<file path="src/rtl/vram_painter_pkg.sv">
// vram_painter_pkg
//   Shared types for the VRAM painter: the touch record delivered by the
//   touch controller, the painter state encoding, the clipped brush window
//   and the clipping helpers used when a stamp is accepted.
//   No ports (package).
package vram_painter_pkg;

    localparam int COORD_W = 16;

    typedef logic [COORD_W-1:0] coord_t;

    // One touch channel: valid flag plus panel coordinates in pixels.
    typedef struct packed {
        logic   valid;
        coord_t x;
        coord_t y;
    } touch_t;

    typedef enum logic [1:0] {
        S_CLEAR = 2'd0,
        S_IDLE  = 2'd1,
        S_STAMP = 2'd2
    } state_e;

    // Inclusive brush window after clipping to the screen.
    typedef struct packed {
        coord_t x0;
        coord_t x1;
        coord_t y0;
        coord_t y1;
    } win_t;

    // Lower edge c-r, floored at 0 without ever wrapping below zero.
    function automatic coord_t clip_lo(input coord_t c, input coord_t r);
        coord_t res;
        if (c >= r) begin
            res = c - r;
        end else begin
            res = {COORD_W{1'b0}};
        end
        return res;
    endfunction

    // Upper edge c+r, computed one bit wider and capped at lim.
    function automatic coord_t clip_hi(input coord_t c, input coord_t r, input coord_t lim);
        logic [COORD_W:0] sum;
        coord_t           res;
        sum = {1'b0, c} + {1'b0, r};
        if (sum > {1'b0, lim}) begin
            res = lim;
        end else begin
            res = sum[COORD_W-1:0];
        end
        return res;
    endfunction

endpackage

</file>
<file path="src/rtl/vram_painter_arb.sv">
// rr_arbiter
//   Round-robin selection among N request lines. The pointer names the
//   channel with highest priority; after a channel is served the pointer
//   moves to the channel following it.
//   Ports: clk, rst (sync, active-high), req[N], advance + adv_idx (served
//   channel), grant_valid / grant_idx (combinational choice this cycle).
module rr_arbiter #(
    parameter  int N  = 2,
    localparam int PW = (N > 1) ? $clog2(N) : 1
) (
    input  logic          clk,
    input  logic          rst,
    input  logic [N-1:0]  req,
    input  logic          advance,
    input  logic [PW-1:0] adv_idx,
    output logic          grant_valid,
    output logic [PW-1:0] grant_idx
);

    localparam logic [PW-1:0] LAST_IDX = PW'(N - 1);

    logic [PW-1:0] ptr_q;
    logic [PW-1:0] ptr_d;
    logic [PW-1:0] cand_s;

    // Scan once around the ring starting at the pointer; first request wins.
    always_comb begin
        grant_valid = 1'b0;
        grant_idx   = ptr_q;
        cand_s      = ptr_q;
        for (int i = 0; i < N; i++) begin
            grant_idx   = (!grant_valid && req[cand_s]) ? cand_s : grant_idx;
            grant_valid = grant_valid | req[cand_s];
            cand_s      = (cand_s == LAST_IDX) ? {PW{1'b0}} : cand_s + PW'(1'b1);
        end
    end

    // Next pointer: channel after the one just served.
    always_comb begin
        if (advance) begin
            if (adv_idx == LAST_IDX) begin
                ptr_d = {PW{1'b0}};
            end else begin
                ptr_d = adv_idx + PW'(1'b1);
            end
        end else begin
            ptr_d = ptr_q;
        end
    end

    // Pointer register.
    always_ff @(posedge clk) begin
        if (rst) begin
            ptr_q <= {PW{1'b0}};
        end else begin
            ptr_q <= ptr_d;
        end
    end

endmodule

</file>
<file path="src/rtl/vram_painter.sv">
// vram_painter
//   Paints square brush stamps into a linear VRAM from several touch
//   channels and clears the whole screen on reset or on request.
//   Ports: clk, rst (sync, active-high); touch[N_TOUCH] (valid,x,y);
//   clear_req (1-cycle pulse); draw_color, bg_color, brush_r;
//   vram_wr_ena / vram_wr_addr (y*W+x) / vram_wr_data (registered);
//   busy (registered, high while clearing or stamping).
module vram_painter
    import vram_painter_pkg::*;
#(
    parameter  int DISPLAY_WIDTH  = 240,
    parameter  int DISPLAY_HEIGHT = 320,
    parameter  int COLOR_W        = 16,
    parameter  int N_TOUCH        = 2,
    parameter  int MAX_BRUSH_R    = 3,
    localparam int L              = DISPLAY_WIDTH * DISPLAY_HEIGHT,
    localparam int AW             = $clog2(L),
    localparam int RW             = (MAX_BRUSH_R > 0) ? $clog2(MAX_BRUSH_R + 1) : 1
) (
    input  logic               clk,
    input  logic               rst,
    input  touch_t             touch [N_TOUCH],
    input  logic               clear_req,
    input  logic [COLOR_W-1:0] draw_color,
    input  logic [COLOR_W-1:0] bg_color,
    input  logic [RW-1:0]      brush_r,
    output logic               vram_wr_ena,
    output logic [AW-1:0]      vram_wr_addr,
    output logic [COLOR_W-1:0] vram_wr_data,
    output logic               busy
);

    localparam int             PW      = (N_TOUCH > 1) ? $clog2(N_TOUCH) : 1;
    localparam logic [AW-1:0]  CNT_TOP = AW'(L - 1);
    localparam coord_t         W_C     = coord_t'(DISPLAY_WIDTH);
    localparam coord_t         H_C     = coord_t'(DISPLAY_HEIGHT);
    localparam coord_t         X_MAX   = coord_t'(DISPLAY_WIDTH - 1);
    localparam coord_t         Y_MAX   = coord_t'(DISPLAY_HEIGHT - 1);
    localparam coord_t         R_MAX   = coord_t'(MAX_BRUSH_R);

    state_e             state_q, state_d;
    logic [AW-1:0]      cnt_q, cnt_d;
    logic [COLOR_W-1:0] bg_q, bg_d;
    logic [COLOR_W-1:0] col_q, col_d;
    coord_t             row_x0_q, row_x0_d;
    coord_t             x1_q, x1_d;
    coord_t             y1_q, y1_d;
    coord_t             cur_x_q, cur_x_d;
    coord_t             cur_y_q, cur_y_d;
    logic [PW-1:0]      chan_q, chan_d;
    coord_t             last_x_q [N_TOUCH];
    coord_t             last_x_d [N_TOUCH];
    coord_t             last_y_q [N_TOUCH];
    coord_t             last_y_d [N_TOUCH];
    logic [N_TOUCH-1:0] last_vld_q, last_vld_d;
    logic               wr_ena_q, wr_ena_d;
    logic [AW-1:0]      wr_addr_q, wr_addr_d;
    logic [COLOR_W-1:0] wr_data_q, wr_data_d;
    logic               busy_q, busy_d;

    logic [N_TOUCH-1:0] req_s;
    logic               grant_valid_s;
    logic [PW-1:0]      grant_idx_s;
    logic               advance_s;
    logic [PW-1:0]      adv_idx_s;
    coord_t             sel_x_s, sel_y_s;
    coord_t             r_ext_s, r_s;
    win_t               win_s;
    logic               off_s, same_s;
    logic [AW-1:0]      pixel_addr_s;

    // Request vector straight from the live valid flags.
    always_comb begin
        for (int i = 0; i < N_TOUCH; i++) begin
            req_s[i] = touch[i].valid;
        end
    end

    rr_arbiter #(.N(N_TOUCH)) u_arb (
        .clk         (clk),
        .rst         (rst),
        .req         (req_s),
        .advance     (advance_s),
        .adv_idx     (adv_idx_s),
        .grant_valid (grant_valid_s),
        .grant_idx   (grant_idx_s)
    );

    // Selected touch, saturated radius, clipped window and filters.
    always_comb begin
        sel_x_s  = touch[grant_idx_s].x;
        sel_y_s  = touch[grant_idx_s].y;
        r_ext_s  = coord_t'(brush_r);
        r_s      = (r_ext_s > R_MAX) ? R_MAX : r_ext_s;
        win_s.x0 = clip_lo(sel_x_s, r_s);
        win_s.x1 = clip_hi(sel_x_s, r_s, X_MAX);
        win_s.y0 = clip_lo(sel_y_s, r_s);
        win_s.y1 = clip_hi(sel_y_s, r_s, Y_MAX);
        off_s    = (sel_x_s >= W_C) || (sel_y_s >= H_C);
        same_s   = last_vld_q[grant_idx_s] && (last_x_q[grant_idx_s] == sel_x_s)
                   && (last_y_q[grant_idx_s] == sel_y_s);
        // Linear address of the current stamp pixel, kept at AW bits.
        pixel_addr_s = AW'(cur_y_q) * AW'(DISPLAY_WIDTH) + AW'(cur_x_q);
        adv_idx_s    = (state_q == S_STAMP) ? chan_q : grant_idx_s;
    end

    // Painter FSM: next state, datapath and next registered outputs.
    always_comb begin
        state_d   = state_q;
        cnt_d     = cnt_q;
        bg_d      = bg_q;
        col_d     = col_q;
        row_x0_d  = row_x0_q;
        x1_d      = x1_q;
        y1_d      = y1_q;
        cur_x_d   = cur_x_q;
        cur_y_d   = cur_y_q;
        chan_d    = chan_q;
        last_x_d  = last_x_q;
        last_y_d  = last_y_q;
        wr_ena_d  = 1'b0;
        wr_addr_d = wr_addr_q;
        wr_data_d = wr_data_q;
        advance_s = 1'b0;
        // Lifting a finger forgets its last stamped point.
        for (int i = 0; i < N_TOUCH; i++) begin
            last_vld_d[i] = last_vld_q[i] & touch[i].valid;
        end
        case (state_q)
            S_CLEAR: begin
                wr_ena_d   = 1'b1;
                wr_addr_d  = cnt_q;
                last_vld_d = {N_TOUCH{1'b0}};
                // The first clear write samples bg_color; the rest reuse it.
                if (cnt_q == CNT_TOP) begin
                    wr_data_d = bg_color;
                    bg_d      = bg_color;
                end else begin
                    wr_data_d = bg_q;
                end
                if (cnt_q == {AW{1'b0}}) begin
                    state_d = S_IDLE;
                end else begin
                    cnt_d = cnt_q - AW'(1'b1);
                end
            end
            S_IDLE: begin
                if (clear_req) begin
                    state_d = S_CLEAR;
                    cnt_d   = CNT_TOP;
                end else if (grant_valid_s) begin
                    if (off_s || same_s) begin
                        // Rejected touches still pass the turn on.
                        advance_s = 1'b1;
                    end else begin
                        state_d                  = S_STAMP;
                        row_x0_d                 = win_s.x0;
                        x1_d                     = win_s.x1;
                        y1_d                     = win_s.y1;
                        cur_x_d                  = win_s.x0;
                        cur_y_d                  = win_s.y0;
                        col_d                    = draw_color;
                        chan_d                   = grant_idx_s;
                        last_x_d[grant_idx_s]    = sel_x_s;
                        last_y_d[grant_idx_s]    = sel_y_s;
                        last_vld_d[grant_idx_s]  = 1'b1;
                    end
                end else begin
                    state_d = S_IDLE;
                end
            end
            S_STAMP: begin
                wr_ena_d  = 1'b1;
                wr_addr_d = pixel_addr_s;
                wr_data_d = col_q;
                if (clear_req) begin
                    state_d = S_CLEAR;
                    cnt_d   = CNT_TOP;
                end else if (cur_x_q != x1_q) begin
                    cur_x_d = cur_x_q + coord_t'(1'b1);
                end else if (cur_y_q != y1_q) begin
                    cur_x_d = row_x0_q;
                    cur_y_d = cur_y_q + coord_t'(1'b1);
                end else begin
                    state_d   = S_IDLE;
                    advance_s = 1'b1;
                end
            end
            default: begin
                state_d = S_CLEAR;
                cnt_d   = CNT_TOP;
            end
        endcase
        busy_d = (state_d != S_IDLE);
    end

    // State and output registers; rst restarts the full-screen clear.
    always_ff @(posedge clk) begin
        if (rst) begin
            state_q    <= S_CLEAR;
            cnt_q      <= CNT_TOP;
            bg_q       <= {COLOR_W{1'b0}};
            col_q      <= {COLOR_W{1'b0}};
            row_x0_q   <= {COORD_W{1'b0}};
            x1_q       <= {COORD_W{1'b0}};
            y1_q       <= {COORD_W{1'b0}};
            cur_x_q    <= {COORD_W{1'b0}};
            cur_y_q    <= {COORD_W{1'b0}};
            chan_q     <= {PW{1'b0}};
            for (int i = 0; i < N_TOUCH; i++) begin
                last_x_q[i] <= {COORD_W{1'b0}};
                last_y_q[i] <= {COORD_W{1'b0}};
            end
            last_vld_q <= {N_TOUCH{1'b0}};
            wr_ena_q   <= 1'b0;
            wr_addr_q  <= {AW{1'b0}};
            wr_data_q  <= {COLOR_W{1'b0}};
            busy_q     <= 1'b1;
        end else begin
            state_q    <= state_d;
            cnt_q      <= cnt_d;
            bg_q       <= bg_d;
            col_q      <= col_d;
            row_x0_q   <= row_x0_d;
            x1_q       <= x1_d;
            y1_q       <= y1_d;
            cur_x_q    <= cur_x_d;
            cur_y_q    <= cur_y_d;
            chan_q     <= chan_d;
            last_x_q   <= last_x_d;
            last_y_q   <= last_y_d;
            last_vld_q <= last_vld_d;
            wr_ena_q   <= wr_ena_d;
            wr_addr_q  <= wr_addr_d;
            wr_data_q  <= wr_data_d;
            busy_q     <= busy_d;
        end
    end

    assign vram_wr_ena  = wr_ena_q;
    assign vram_wr_addr = wr_addr_q;
    assign vram_wr_data = wr_data_q;
    assign busy         = busy_q;

endmodule

</file>
<file path="config.mk">
export PLATFORM = sky130hd
export DESIGN_NAME = vram_painter
export DESIGN_NICKNAME = d
export VERILOG_FILES = /design/src/rtl/vram_painter_pkg.sv /design/src/rtl/vram_painter_arb.sv /design/src/rtl/vram_painter.sv
export SDC_FILE = /design/constraint.sdc
export NUM_CORES = 1
export LEC_CHECK = 0
export ABC_AREA = 1
export BUFFER_PORTS_ARGS = -buffer_cell sky130_fd_sc_hd__buf_2
export CAP_MARGIN = 10
export CORE_ASPECT_RATIO = 1.25
export CORE_MARGIN = 3
export CORE_UTILIZATION = 25
export CTS_CLUSTER_SIZE = 28
export DETAILED_ROUTE_END_ITERATION = 10
export SETUP_SLACK_MARGIN = 0.15
export SLEW_MARGIN = 15
export SYNTH_ARGS = -nofsm -noshare
export SYNTH_HDL_FRONTEND = slang
export SYNTH_SLANG_ARGS = --single-unit
export TNS_END_PERCENT = 20
</file>
<file path="constraint.sdc">
create_clock -name clk -period 8.6 [get_ports clk]
set_clock_uncertainty 0.15 [all_clocks]
set_input_delay 1.72 -clock clk [delete_from_list [all_inputs] [get_ports clk]]
set_output_delay 1.72 -clock clk [all_outputs]
set_load 0.02 [all_outputs]
</file>
# Word level (Yosys, flattened, before mapping)
# Cells that the tools add are included.
[totals]
reg_bits = 234
latch_bits = 0
mem_bits_rw = 0
rom_bits = 0
inputBits = 103
out_inout_bits = 35
mem_count = 0
[op_classes]
addsub = 10
n_mul = 1
div_mod_pow = 0
magnitude_cmp = 12
eq_ne = 17
n_shift = 0
n_mux = 69
bitwise_logic = 7
reduce_logical = 18
[ops]
columns = ["op", "count"]
rows = [
  ["two-way mux 16 bit", 24],
  ["two-way mux 32 bit", 3],
  ["one-hot mux 16 bit (2 select lines)", 3],
  ["one-hot mux 17 bit (2 select lines)", 2],
  ["bitwise mux 32 bit", 2],
  ["adder 16 x 2 -> 17 bit", 2],
  ["two-way mux 17 bit", 2],
  ["adder 16 x 1 -> 16 bit, second input constant", 2],
  ["equality test 16 bit", 2],
  [">= comparator 16 x 2 -> 1 bit", 2],
  ["inequality test 16 bit", 2],
  ["subtractor 16 x 2 -> 16 bit", 2],
  ["two-way mux 2 bit", 10],
  ["two-way mux 1 bit", 18],
  ["adder 17 x 16 -> 17 bit", 1],
  ["equality test 17 bit, second input constant", 1],
  ["> comparator 17 x 8 -> 1 bit, second input constant", 1],
  ["> comparator 17 x 9 -> 1 bit, second input constant", 1],
  ["logical NOT 17 bit", 1],
  ["subtractor 17 x 1 -> 17 bit, second input constant", 1],
  ["demux 16 bit (select 1 bit)", 1],
  [">= comparator 16 x 8 -> 1 bit, second input constant", 1],
  [">= comparator 16 x 9 -> 1 bit, second input constant", 1],
  ["multiplier 16 x 4 -> 13 bit, second input constant", 1],
  ["29 further kinds", 48],
]

# Longest topological paths before layout
# Gate-level depths: netlist (run 1).
[depth]
word_depth = 19
depth_mapped = 28

# Hierarchy
# A second synthesis (run 1) with hierarchy kept.
[hier_totals]
cells_unflattened = 2353
hier_area_um2 = 15273.4
[modules_own_cells]
columns = ["module", "instances", "cells_each", "area_per_inst_um2"]
rows = [
  ["vram_painter", 1, 2334, 15184.6],
  ["rr_arbiter", 1, 19, 88.8],
]

# Least setup slack after synthesis (run 1)
# OpenSTA, ideal clock, no wires.
[synth_path]
kind = "in2reg"
startpoint = "input touch[32] in the netlist's numbering"
endpoint = "register y1_q[2]"
setup_ps = 117
arrival_ps = 4079
path_slack_ps = 4254
cell_stages = 22
n_path_buf = 1
cell_sequence = "nand2_1 > nand2_2 > nand2_4 > buf_2 > nand2_1 > o21ai_0 > inv_1 > ha_1 > inv_1 > fa_1 > nor2_1 > nand2_1 > inv_1 > nand3_1 > nand2_1 > nand3_1 > nor2_1 > nand2_1 > nor2_1 > nand2_1 > nor2_1 > nor2_1"
[synth_between]
elab_cells_between_ends = 33
classes_between = "add/sub: 1; order compare: 3; eq/ne: 2; mux: 17; bitwise: 3; reduce/logical: 7"
[synth_lines]
columns = ["element", "line_no", "source"]
rows = [
  ["start, declared", "vram_painter.sv:22", "input touch_t touch [N_TOUCH],"],
  ["two-way mux 1 bit", "--", ""],
  ["two-way mux 1 bit (implied by the code)", "vram_painter_arb.sv:33", "grant_valid = grant_valid | req[cand_s];"],
  ["logical NOT 1 bit", "vram_painter_arb.sv:32", "grant_idx = (!grant_valid && req[cand_s]) ? cand_s : grant_idx;"],
  ["logical AND 1 bit *", "vram_painter_arb.sv:32", ""],
  ["two-way mux 1 bit *", "vram_painter_arb.sv:32", ""],
  ["NOT 1 -> 2 bit (implied by the code) *", "vram_painter.sv:92", "sel_y_s = touch[grant_idx_s].y;"],
  ["two-way mux 32 bit (implied by the code) * (3 in series)", "vram_painter.sv:92", ""],
  ["net sel_y_s[0]", "vram_painter.sv:66", "coord_t sel_x_s, sel_y_s;"],
  ["parallel branches: the longest is 5 deep, another holds adder 16 x 2 -> 17 bit", "--", ""],
  ["end signal, assigned", "vram_painter.sv:206", "y1_q <= {COORD_W{1'b0}};"],
  ["end signal, assigned", "vram_painter.sv:226", "y1_q <= y1_d;"],
  ["end, declared", "vram_painter.sv:47", "coord_t y1_q, y1_d;"],
]
# Mark *: on every way through the listed nets, which the timed path passes. The select of a mux whose other input is x is not followed.
# A chain may end at the register's enable or synchronous reset.

# Worst setup path in the final report (run 1)
[layout_path]
startpoint = "input touch[32] in the netlist's numbering"
endpoint = "register last_x_q[30] in the netlist's numbering"
[layout_between]
elab_chain_cells = 15
elab_cells_between_ends = 36
classes_between = "order compare: 4; eq/ne: 2; mux: 19; bitwise: 3; reduce/logical: 8"
[layout_rtl]
columns = ["element", "line_no", "source"]
rows = [
  ["parallel branches: the longest is 15 deep, another holds >= comparator 16 x 8 -> 1 bit", "--", ""],
  ["end signal, assigned by index", "vram_painter.sv:211", "last_x_q[i] <= {COORD_W{1'b0}};"],
  ["end signal, assigned", "vram_painter.sv:230", "last_x_q <= last_x_d;"],
  ["end, declared", "vram_painter.sv:51", "coord_t last_x_q [N_TOUCH];"],
]
# Parallel ways; which one is timed is not known. The select of a mux whose other input is x is not followed.

==> results of run 1 <==
-- power by group --
group          total, mW  internal (mW)  switching, mW
combinational      0.372          0.118          0.254
sequential          1.12           1.11         0.0137
clock               1.19          0.701          0.493
-- final timing paths --
check	start	end	slack (ps)	depth (start not counted)
worst max register to register	u_arb.ptr_q	last_x_q[30]	3300	17
worst min register to register	last_y_q[28]	last_y_q[28]	290	2
worst min-delay path	last_y_q[28]	last_y_q[28]	290	2
worst max-delay path	touch[32]	last_x_q[30]	2400	18
-- cell families after synthesis --
logic type | after synthesis | share of synthesized area [%]
fa+ha+maj | 74 | 6.96
flops | 234 | 29.5
compound gates | 329 | 11.3
simple gates | 1443 | 37.2
xor+xnor | 80 | 4.41
buf+inv | 430 | 10.7
-- layer usage --
metal	wire length [um]	vias up
met1	22000	7177
met5	0	-
met2	22800	292
met4	2120	0
li1	-	8302
met3	1630	99
-- final cells by class --
class,count,area (um2),share of cell area (%)
antenna,1,2.50,0.0138
clock buffer,34,742,4.08
clock inverter,14,164,0.901
inverter,324,1220,6.69
multi-input combinational,1926,9520,52.3
sequential,234,4680,25.7
tap,832,1040,5.72
timing repair buffer,155,823,4.52
-- registers in the layout (all words and copies together) (netlist names), 17 cells and up --
signal        flops
cnt_q            17
last_x_q         32
last_y_q         32
vram_wr_addr     17
-- critical path: stages --
cell and delay [ps]:
buf_2 120, nand2_1 90, nand2_2 70, nand2_4 640, inv_2 440, nand2_1 180
nand2_2 100, nor2_2 110, nand2_1 60, nor2_1 150, o21ai_1 160, nor3b_2 370
nand2_2 160, nor2_4 110, buf_4 520, nand2_2 660, inv_1 560, nor3_1 90
-- placed cells by master (no fill, tap or decap), types with 40 or more instances in the layout --
cell type	n
o21ai_0	138
nor2_1	362
dfxtp_1	234
buf_2	136
ha_1	49
nand2_1	806
nand4_1	43
inv_1	316
a21oi_1	104
xor2_1	50
nor3_1	40
nand3_1	148
==> impl_metrics.json, run 1 <==
{
  "hold_class": "reg2reg",
  "yosys-top-cells-area": "dfxtp_1 29%, nand2_1 19%, nor2_1 8.6%",
  "yosys.area.top_type_share_pct": 29.5,
  "grt_pass1_wl_mm": 78.8,
  "synth.most_common_cell": "nand2_1",
  "wire_per_inst_um": 13.8,
  "num_io_pins": 138,
  "design_area_mm2": 0.0182,
  "htreeDepth": 1,
  "rows": 102,
  "grt_max_degree": 97,
  "numCtsBuffers": 27,
  "num_vias": 15900,
  "yosys_warnings": 0,
  "worstPathRequired_ps": 8850,
  "grtUsageMet2_pct": 24.7,
  "die_area_mm2": 0.0667,
  "use_met3_pct": 1.56,
  "crit_arrival_ps": 6450,
  "drcViolationCount": 0,
  "cts.sinks": 234,
  "start_util_pct": 25.5,
  "post-route-util_pct": 29.2,
  "syn2layout_area_growth_pct": 14.4,
  "dp_hpwl_mm": 36.4,
  "setup_tns_ps": 0,
  "dpl_worst_slack_ps": 1810,
  "maxCapViolCount": 0,
  "grt_use_total_pct": 14.4,
  "yosysTopAreaCell": "dfxtp_1",
  "root_buffer": "clkbuf_16",
  "async_flop_share_pct": 0,
  "fillerInstances": 7018,
  "period_needed_ps": 6200,
  "ys_ff_latch": 234,
  "setup_viol": 0,
  "core_area_mm2": 0.0624,
  "drive_above_1_share_pct": 8.63,
  "avgSynthCellArea_um2": 6.14,
  "syn_nets": 2767,
  "nNetsFinal": 2845,
  "first_pass_iters": 5,
  "slew_headroom_pct": 30.5,
  "use_met1_pct": 18.2,
  "worst-slew-pin-transition_ps": 1040,
  "final_hold_viol_count": 0,
  "power_density_mw_per_mm2": 148,
  "grt_pass1_vias": 15100,
  "period_share_pct": 72.1,
  "crit_path_end_kind": "register",
  "ir_drop_mv": 0.108,
  "die_x_um": 232,
  "worstSetupPathType": "in2reg",
  "place_congestion": 0.905,
  "clock_path_buffers": 3,
  "clock_latency_ps": 570,
  "start_kind": "input pin",
  "fmax_mhz": 161,
  "die_h_um": 288,
  "syn_area_mm2": 0.0159,
  "leakage_nw": 8.90,
  "rsz0062_at_grt": "false",
  "hold_buffers": 0,
  "ctsResizeCount": 0,
  "critPathMaxFanout": 96,
  "top_usage_layer": "met2",
  "postCtsSetupBuffers": 0,
  "cts_tree": "yes",
  "total_power_mw": 2.69,
  "synth_flop_cell": "dfxtp_1",
  "layout_setup_ws_ps": 2400,
  "ys_seq_area_share_pct": 29.5,
  "io_buffers": 137,
  "dp_cells": 3471,
  "drt_iter0_drc": 979,
  "synth_common_cells": "806 x nand2_1, 363 x nor2_1, 318 x inv_1, 234 x dfxtp_1, 148 x nand3_1",
  "yosysUniqueCellTypes": 46,
  "overflow": 0,
  "finalMaxSlewViolations": 0,
  "synth_edf_count": 0,
  "via_per_inst": 4.51,
  "run_status": "finished clean",
  "antenna_found_initial": 1,
  "finalNonFillerCells": 3520,
  "syn_inst": 2590,
  "hold_slack_ps": 289,
  "totalWireLength_mm": 48.6,
  "drtAntennaViolNets": 0,
  "clk_transition_reported_paths_ps": 60,
  "dpl_cell_area_mm2": 0.0173
}
Power figures use the tool's default switching activity.
==> run 2: changes to the inputs <==
--- a/config.mk
+++ b/config.mk
@@ -5,7 +5,7 @@
 export SDC_FILE = /design/constraint.sdc
 export NUM_CORES = 1
 export LEC_CHECK = 0
-export ABC_AREA = 1
+export ABC_AREA = 0
 export BUFFER_PORTS_ARGS = -buffer_cell sky130_fd_sc_hd__buf_2
 export CAP_MARGIN = 10
 export CORE_ASPECT_RATIO = 1.25
==> constraint.sdc (replaced) <==
create_clock -name clk -period 5.2 [get_ports clk]
set_clock_uncertainty 0.15 [all_clocks]
set_input_delay 1.04 -clock clk [delete_from_list [all_inputs] [get_ports clk]]
set_output_delay 1.04 -clock clk [all_outputs]
set_load 0.02 [all_outputs]
==> run 2 against run 1 <==
Net effect:
- register-to-register slack lost 2900 ps
- wire length shrank 17%
- total power grew 69%
- via count shrank 24%
- sequential power grew 65%
- core utilization grew 1.4 points
- global-route usage shrank 0.82 points
- first-iteration DRC count shrank 7.5%
- flip-flop and latch count is the same
- non-clock buffer count grew 32
- critical path type is now reg2reg
- highest routed layer unchanged
==> impl_metrics.json, run 2 <==
{
  "run_status": "finished clean",
  "drcViolationCount": 0,
  "drt_iter0_drc": 906,
  "syn_area_mm2": 0.0138,
  "clock_latency_ps": 600,
  "syn_nets": 1830,
  "nNetsFinal": 1951,
  "ys_seq_area_share_pct": 33.9,
  "num_io_pins": 138,
  "grt_pass1_wl_mm": 64.7,
  "dp_cells": 2471,
  "worst-slew-pin-transition_ps": 1040,
  "numCtsBuffers": 28,
  "die_h_um": 269,
  "die_area_mm2": 0.0582,
  "finalNonFillerCells": 2523,
  "crit_path_end_kind": "register",
  "totalWireLength_mm": 40.6,
  "dp_hpwl_mm": 30.1,
  "io_buffers": 137,
  "total_power_mw": 4.55,
  "largest_registers": "last_x_q: 32 flops, last_y_q: 32 flops",
  "synth.most_common_cell": "dfxtp_1",
  "power_density_mw_per_mm2": 275,
  "grt_max_degree": 90,
  "start_kind": "register",
  "avgSynthCellArea_um2": 8.37,
  "cts.sinks": 234,
  "die_x_um": 216,
  "layout_setup_ws_ps": 396,
  "dpl_worst_slack_ps": 267,
  "grt_pass1_vias": 11800,
  "num_vias": 12000,
  "synth_flop_cell": "dfxtp_1",
  "synth_edf_count": 0,
  "yosys_warnings": 0,
  "final_hold_viol_count": 0,
  "fillerInstances": 5776,
  "final_cell_mix": "233 x dfxtp_1, 177 x nor2_1, 172 x nand2_1",
  "design_area_mm2": 0.0166,
  "regArea_mm2": 0.00469,
  "clock_path_buffers": 3,
  "via_per_inst": 4.77,
  "ys_ff_latch": 234,
  "hold_buffers": 0,
  "yosys-top-cells-area": "dfxtp_1 34%, mux2i_1 7.5%, xnor2_1 6.3%",
  "hold_class": "reg2reg",
  "fmax_mhz": 208,
  "cts_tree": "yes",
  "critPathMaxFanout": 7,
  "p_comb_share_pct": 11.2,
  "yosys.area.top_type_share_pct": 33.9,
  "yosysUniqueCellTypes": 69,
  "core_area_mm2": 0.0542,
  "path_depth": 20,
  "crit_arrival_ps": 5070,
  "setup_viol": 0,
  "worst-r2r-cell-count": 20,
  "critPathBufInv": 2,
  "worstSetupPathType": "reg2reg",
  "p_sw_mw": 1.16,
  "synth_common_cells": "234 x dfxtp_1, 177 x nor2_1, 172 x nand2_1, 134 x a21oi_1, 103 x mux2i_1",
  "sequentialPowerShare_pct": 40.6,
  "cpMostUsedCell": "a21oi_1",
  "max_stage_delay_ps": 540,
  "setup_tns_ps": 0,
  "drtAntennaViolNets": 0,
  "first_pass_iters": 6,
  "slowest_stage": "dfxtp_1",
  "finalMaxSlewViolations": 0,
  "syn_inst": 1653,
  "overflow": 0,
  "async_flop_share_pct": 0,
  "antenna_found_initial": 2,
  "slew_headroom_pct": 30.9,
  "path_delay_family": "adder cells",
  "start_util_pct": 25.5,
  "ir_drop_mv": 0.249,
  "dpl_cell_area_mm2": 0.0155,
  "root_buffer": "clkbuf_16",
  "syn2layout_area_growth_pct": 19.7,
  "holdPathStages": 2,
  "path_cells": "inv_1 -> fa_1 -> fa_1 -> inv_1 -> ha_1 -> a21oi_1 -> o21bai_1 -> a21oi_1 -> nor2b_1 -> o21a_1 -> nor2_1 -> xnor2_1 -> ha_1 -> nand3_1 -> nand2_1 -> a41oi_1 -> a21oi_1 -> xnor2_1 -> a21oi_1 -> nor2_1",
  "maxCapViolCount": 0,
  "place_congestion": 0.922,
  "power.internal_mw": 3.39,
  "period_share_pct": 92.4,
  "clk_transition_reported_paths_ps": 60,
  "worstPathRequired_ps": 5460,
  "rsz0062_at_grt": "true",
  "rows": 95,
  "htreeDepth": 1,
  "multi_input_area_mm2": 0.00858,
  "grt_use_total_pct": 13.6,
  "switching_share_pct": 25.4,
  "leakage_nw": 6.93,
  "period_needed_ps": 4800,
  "drive_above_1_share_pct": 15.2,
  "clkPwrFrac_pct": 48.3,
  "final_common_cell": "dfxtp_1",
  "yosysTopAreaCell": "dfxtp_1",
  "wire_per_inst_um": 16.1
}
-- run 2: power by group through the flow --
stage	sequential [mW]	clock (mW)	combinational [mW]
after floorplan	1.90	0	0.292
after global placement	1.88	0	0.500
after detailed placement	1.88	0	0.506
after CTS	1.85	2.24	0.508
after global routing	1.85	2.32	0.553
final	1.85	2.20	0.508
-- run 2: layout make-up --
class | count | share of cell area (%)
Multi-Input combinational cell | 1264 | 51.8
Sequential cell | 234 | 28.3
Timing Repair Buffer | 187 | 6.72
Tap cell | 727 | 5.49
Clock buffer | 36 | 4.71
Clock inverter | 15 | 1.59
Inverter | 59 | 1.34
Antenna cell | 1 | 0.0151
-- run 2: metrics by stage --
step	hold slack [ps]	util, %
after floorplan	265	-
after global placement	279	28.6
final	294	30.6
after detailed placement	288	28.6
after global routing	319	30.6
after CTS	299	30.5
-- run 2: cell families after synthesis --
| kind of cell | count (synthesis) | share of synthesized area [%] |
|---|---|---|
| compound gates | 344 | 15.5 |
| xor+xnor | 155 | 9.81 |
| fa+ha+maj | 74 | 7.99 |
| buf+inv | 155 | 4.68 |
| flops | 234 | 33.9 |
| mux | 115 | 8.48 |
| simple gates | 576 | 19.7 |
-- run 2: worst paths after layout --
check | start | end | slack [ps]
max | cur_y_q[1] | vram_wr_addr[16] | 400
max reg2reg | cur_y_q[1] | vram_wr_addr[16] | 400
min | row_x0_q[9] | row_x0_q[9] | 290
min reg2reg | row_x0_q[9] | row_x0_q[9] | 290
-- run 2: metal layers --
metal | share of wire [%] | GRT usage (%) | vias up
li1 | - | - | 5978
met1 | 47 | 18.5 | 5604
met2 | 45 | 22.3 | 372
met3 | 5.4 | 1.94 | 77
met4 | 3.0 | 4.10 | 0
met5 | 0 | 0 | -
-- run 2: what timing repair did --
| action | CTS | global route |
|---|---|---|
| resized for setup | 0 | 7 |
| buffers inserted | 0 | 0 |
| setup endpoints to repair | 0 | 4 |
-- run 2: worst min-delay path, cell delays in order, from the launching register on --
cell,delay (ps)
dfxtp_1,310
nand2_1,50
nand2_1,40
==> run 3: changes to the inputs <==
==> constraint.sdc (replaced) <==
create_clock -name clk -period 5.3 [get_ports clk]
set_clock_uncertainty 0.15 [all_clocks]
set_input_delay 1.06 -clock clk [delete_from_list [all_inputs] [get_ports clk]]
set_output_delay 1.06 -clock clk [all_outputs]
set_load 0.02 [all_outputs]
==> run 3 against run 2 <==
Net effect:
- wire length is 2.1% lower
- sequential power decreased by 2%
- combinational power decreased by 3%
- non-clock buffer count decreased by 3
- register-to-register slack improved by 90 ps
- critical path depth down 1
- cell count down 0.32%
- highest routed layer unchanged
==> impl_metrics.json, run 3 (synthesis results as in run 2) <==
{
  "leakage_nw": 6.83,
  "sequentialPowerShare_pct": 43.1,
  "switching_share_pct": 25.5,
  "io_buffers": 137,
  "path_delay_family": "adder cells",
  "wl_met2_mm": 18.4,
  "rows": 95,
  "num_io_pins": 138,
  "drt_iter0_drc": 807,
  "final_cell_mix": "232 x dfxtp_1, 177 x nor2_1, 172 x nand2_1",
  "run_status": "finished clean",
  "cts.sinks": 234,
  "first_pass_iters": 5,
  "crit_path_end_kind": "register",
  "timing.rr.start": "cur_y_q[0]",
  "dpl_cell_area_mm2": 0.0155,
  "p_comb_share_pct": 11.7,
  "via_per_inst": 4.76,
  "start_util_pct": 25.5,
  "worst-r2r-cell-count": 19,
  "core_area_mm2": 0.0542,
  "setup_viol": 0,
  "num_vias": 12000,
  "die_h_um": 269,
  "final_hold_viol_count": 0,
  "worstSetupPathType": "reg2reg",
  "path_depth": 19,
  "overflow": 0,
  "grt_pass1_vias": 11600,
  "max_stage_delay_ps": 610,
  "grt_pass1_wl_mm": 63.3,
  "clkPwrFrac_pct": 45.2,
  "multi_input_area_mm2": 0.00856,
  "top_layer": "met4",
  "critPathMaxFanout": 9,
  "largest_registers": "last_x_q: 32 flops, last_y_q: 32 flops",
  "worstPathRequired_ps": 5560,
  "wl_met1_mm": 18.3,
  "die_x_um": 216,
  "crit_arrival_ps": 5070,
  "grt_max_degree": 90,
  "worst-slew-pin-transition_ps": 1080,
  "slowest_stage": "fa_1",
  "drive_above_1_share_pct": 14.4,
  "clk_transition_reported_paths_ps": 60,
  "endpoint": "vram_wr_addr[15]",
  "place_congestion": 0.870,
  "met3WireLength_mm": 2.18,
  "cp-startpoint": "cur_y_q[0]",
  "fmax_mhz": 208,
  "htreeDepth": 1,
  "r2r_end": "vram_wr_addr[15]",
  "fillerInstances": 5841,
  "cts_tree": "yes",
  "dp_hpwl_mm": 29.6,
  "path_cells": "fa_1 -> inv_1 -> fa_1 -> inv_1 -> fa_1 -> a21o_1 -> a21oi_1 -> nor2b_1 -> o21a_1 -> nor2_1 -> xnor2_1 -> ha_1 -> nand3_1 -> o311ai_1 -> a21o_1 -> a21oi_1 -> xnor2_1 -> a21oi_1 -> nor2_1",
  "final_common_cell": "dfxtp_1",
  "maxCapViolCount": 0,
  "power_density_mw_per_mm2": 257,
  "start_kind": "register",
  "clock_latency_ps": 570,
  "die_area_mm2": 0.0582,
  "design_area_mm2": 0.0164,
  "p_sw_mw": 1.07,
  "period_share_pct": 90.9,
  "grt_use_total_pct": 13.3,
  "wire_per_inst_um": 15.8,
  "critPathBufInv": 2,
  "numCtsBuffers": 27,
  "antenna_found_initial": 1,
  "slew_headroom_pct": 28.1,
  "hold_buffers": 0,
  "regArea_mm2": 0.00469,
  "power.internal_mw": 3.13,
  "syn2layout_area_growth_pct": 18.3,
  "drtAntennaViolNets": 0,
  "period_needed_ps": 4820,
  "ir_drop_mv": 0.227,
  "setup_tns_ps": 0,
  "drcViolationCount": 0,
  "regToRegSetupSlack_ps": 480,
  "hold_class": "reg2reg",
  "finalMaxSlewViolations": 0,
  "clock_path_buffers": 3,
  "root_buffer": "clkbuf_16",
  "rsz0062_at_grt": "true",
  "totalWireLength_mm": 39.7,
  "nNetsFinal": 1947
}
==> run 3: what timing repair did <==
| action | 4_1_cts | 5_1_grt |
|---|---|---|
| setup buffers | 0 | 0 |
| endpoints found under the hold margin | 0 | 0 |
| resized for setup | 0 | 4 |
| endpoints found under the setup margin | 0 | 2 |
==> run 3: power groups by stage <==
stage | registers, mW | clock network, mW | logic, mW
floorplan | 1.87 | 0 | 0.287
global placement | 1.85 | 0 | 0.485
detailed placement | 1.85 | 0 | 0.490
CTS | 1.81 | 1.95 | 0.494
global route | 1.81 | 2.02 | 0.537
finish | 1.81 | 1.90 | 0.492
==> run 3: per-stage QoR <==
step	hold WS [ps]	worst slack [ps]	total power, mW	utilization [%]	cells
6_report	293	484	4.20	30.2	2515
5_1_grt	319	136	4.37	30.2	2514
4_1_cts	298	282	4.25	30.2	2514
3_5_place_dp	288	336	2.34	28.5	2468
3_3_place_gp	281	394	2.33	28.5	2468
2_1_floorplan	265	935	2.15	-	1653
==> run 3: how the worst min path moves through the flow <==
| stage | start | cells after the start | to | slack (ps) |
|---|---|---|---|---|
| 2_1_floorplan | row_x0_q[13] | 2 | row_x0_q[13] | 270 |
| 3_3_place_gp | row_x0_q[14] | 2 | row_x0_q[14] | 280 |
| 3_5_place_dp | row_x0_q[9] | 2 | row_x0_q[9] | 290 |
| 4_1_cts | row_x0_q[14] | 2 | row_x0_q[14] | 300 |
| 5_1_grt | last_x_q[15] | 1 | last_x_q[15] | 320 |
| 6_report | row_x0_q[14] | 2 | row_x0_q[14] | 290 |
==> run 3: worst reg2reg max path, stage by stage (launching register included) <==
cell and delay [ps]:
dfxtp_1 440, fa_1 610, inv_1 60, fa_1 480, inv_1 60, fa_1 400
a21o_1 200, a21oi_1 220, nor2b_1 70, o21a_1 200, nor2_1 120, xnor2_1 140
ha_1 410, nand3_1 100, o311ai_1 420, a21o_1 180, a21oi_1 70, xnor2_1 130
a21oi_1 140, nor2_1 50
==> run 3: final cells by class <==
type	count	area share [%]
clock buffer	39	4.65
multi-input combinational	1264	52.3
clock inverter	7	0.788
tap	727	5.56
sequential	234	28.7
antenna	1	0.0153
timing repair buffer	184	6.67
inverter	59	1.35
==> run 3: per-layer routing <==
layer  up-vias  GRT usage, %
met2       337          22.2
met5         -             0
met1      5638          18.1
li1       5939             -
met3        51          1.97
met4         0          3.11
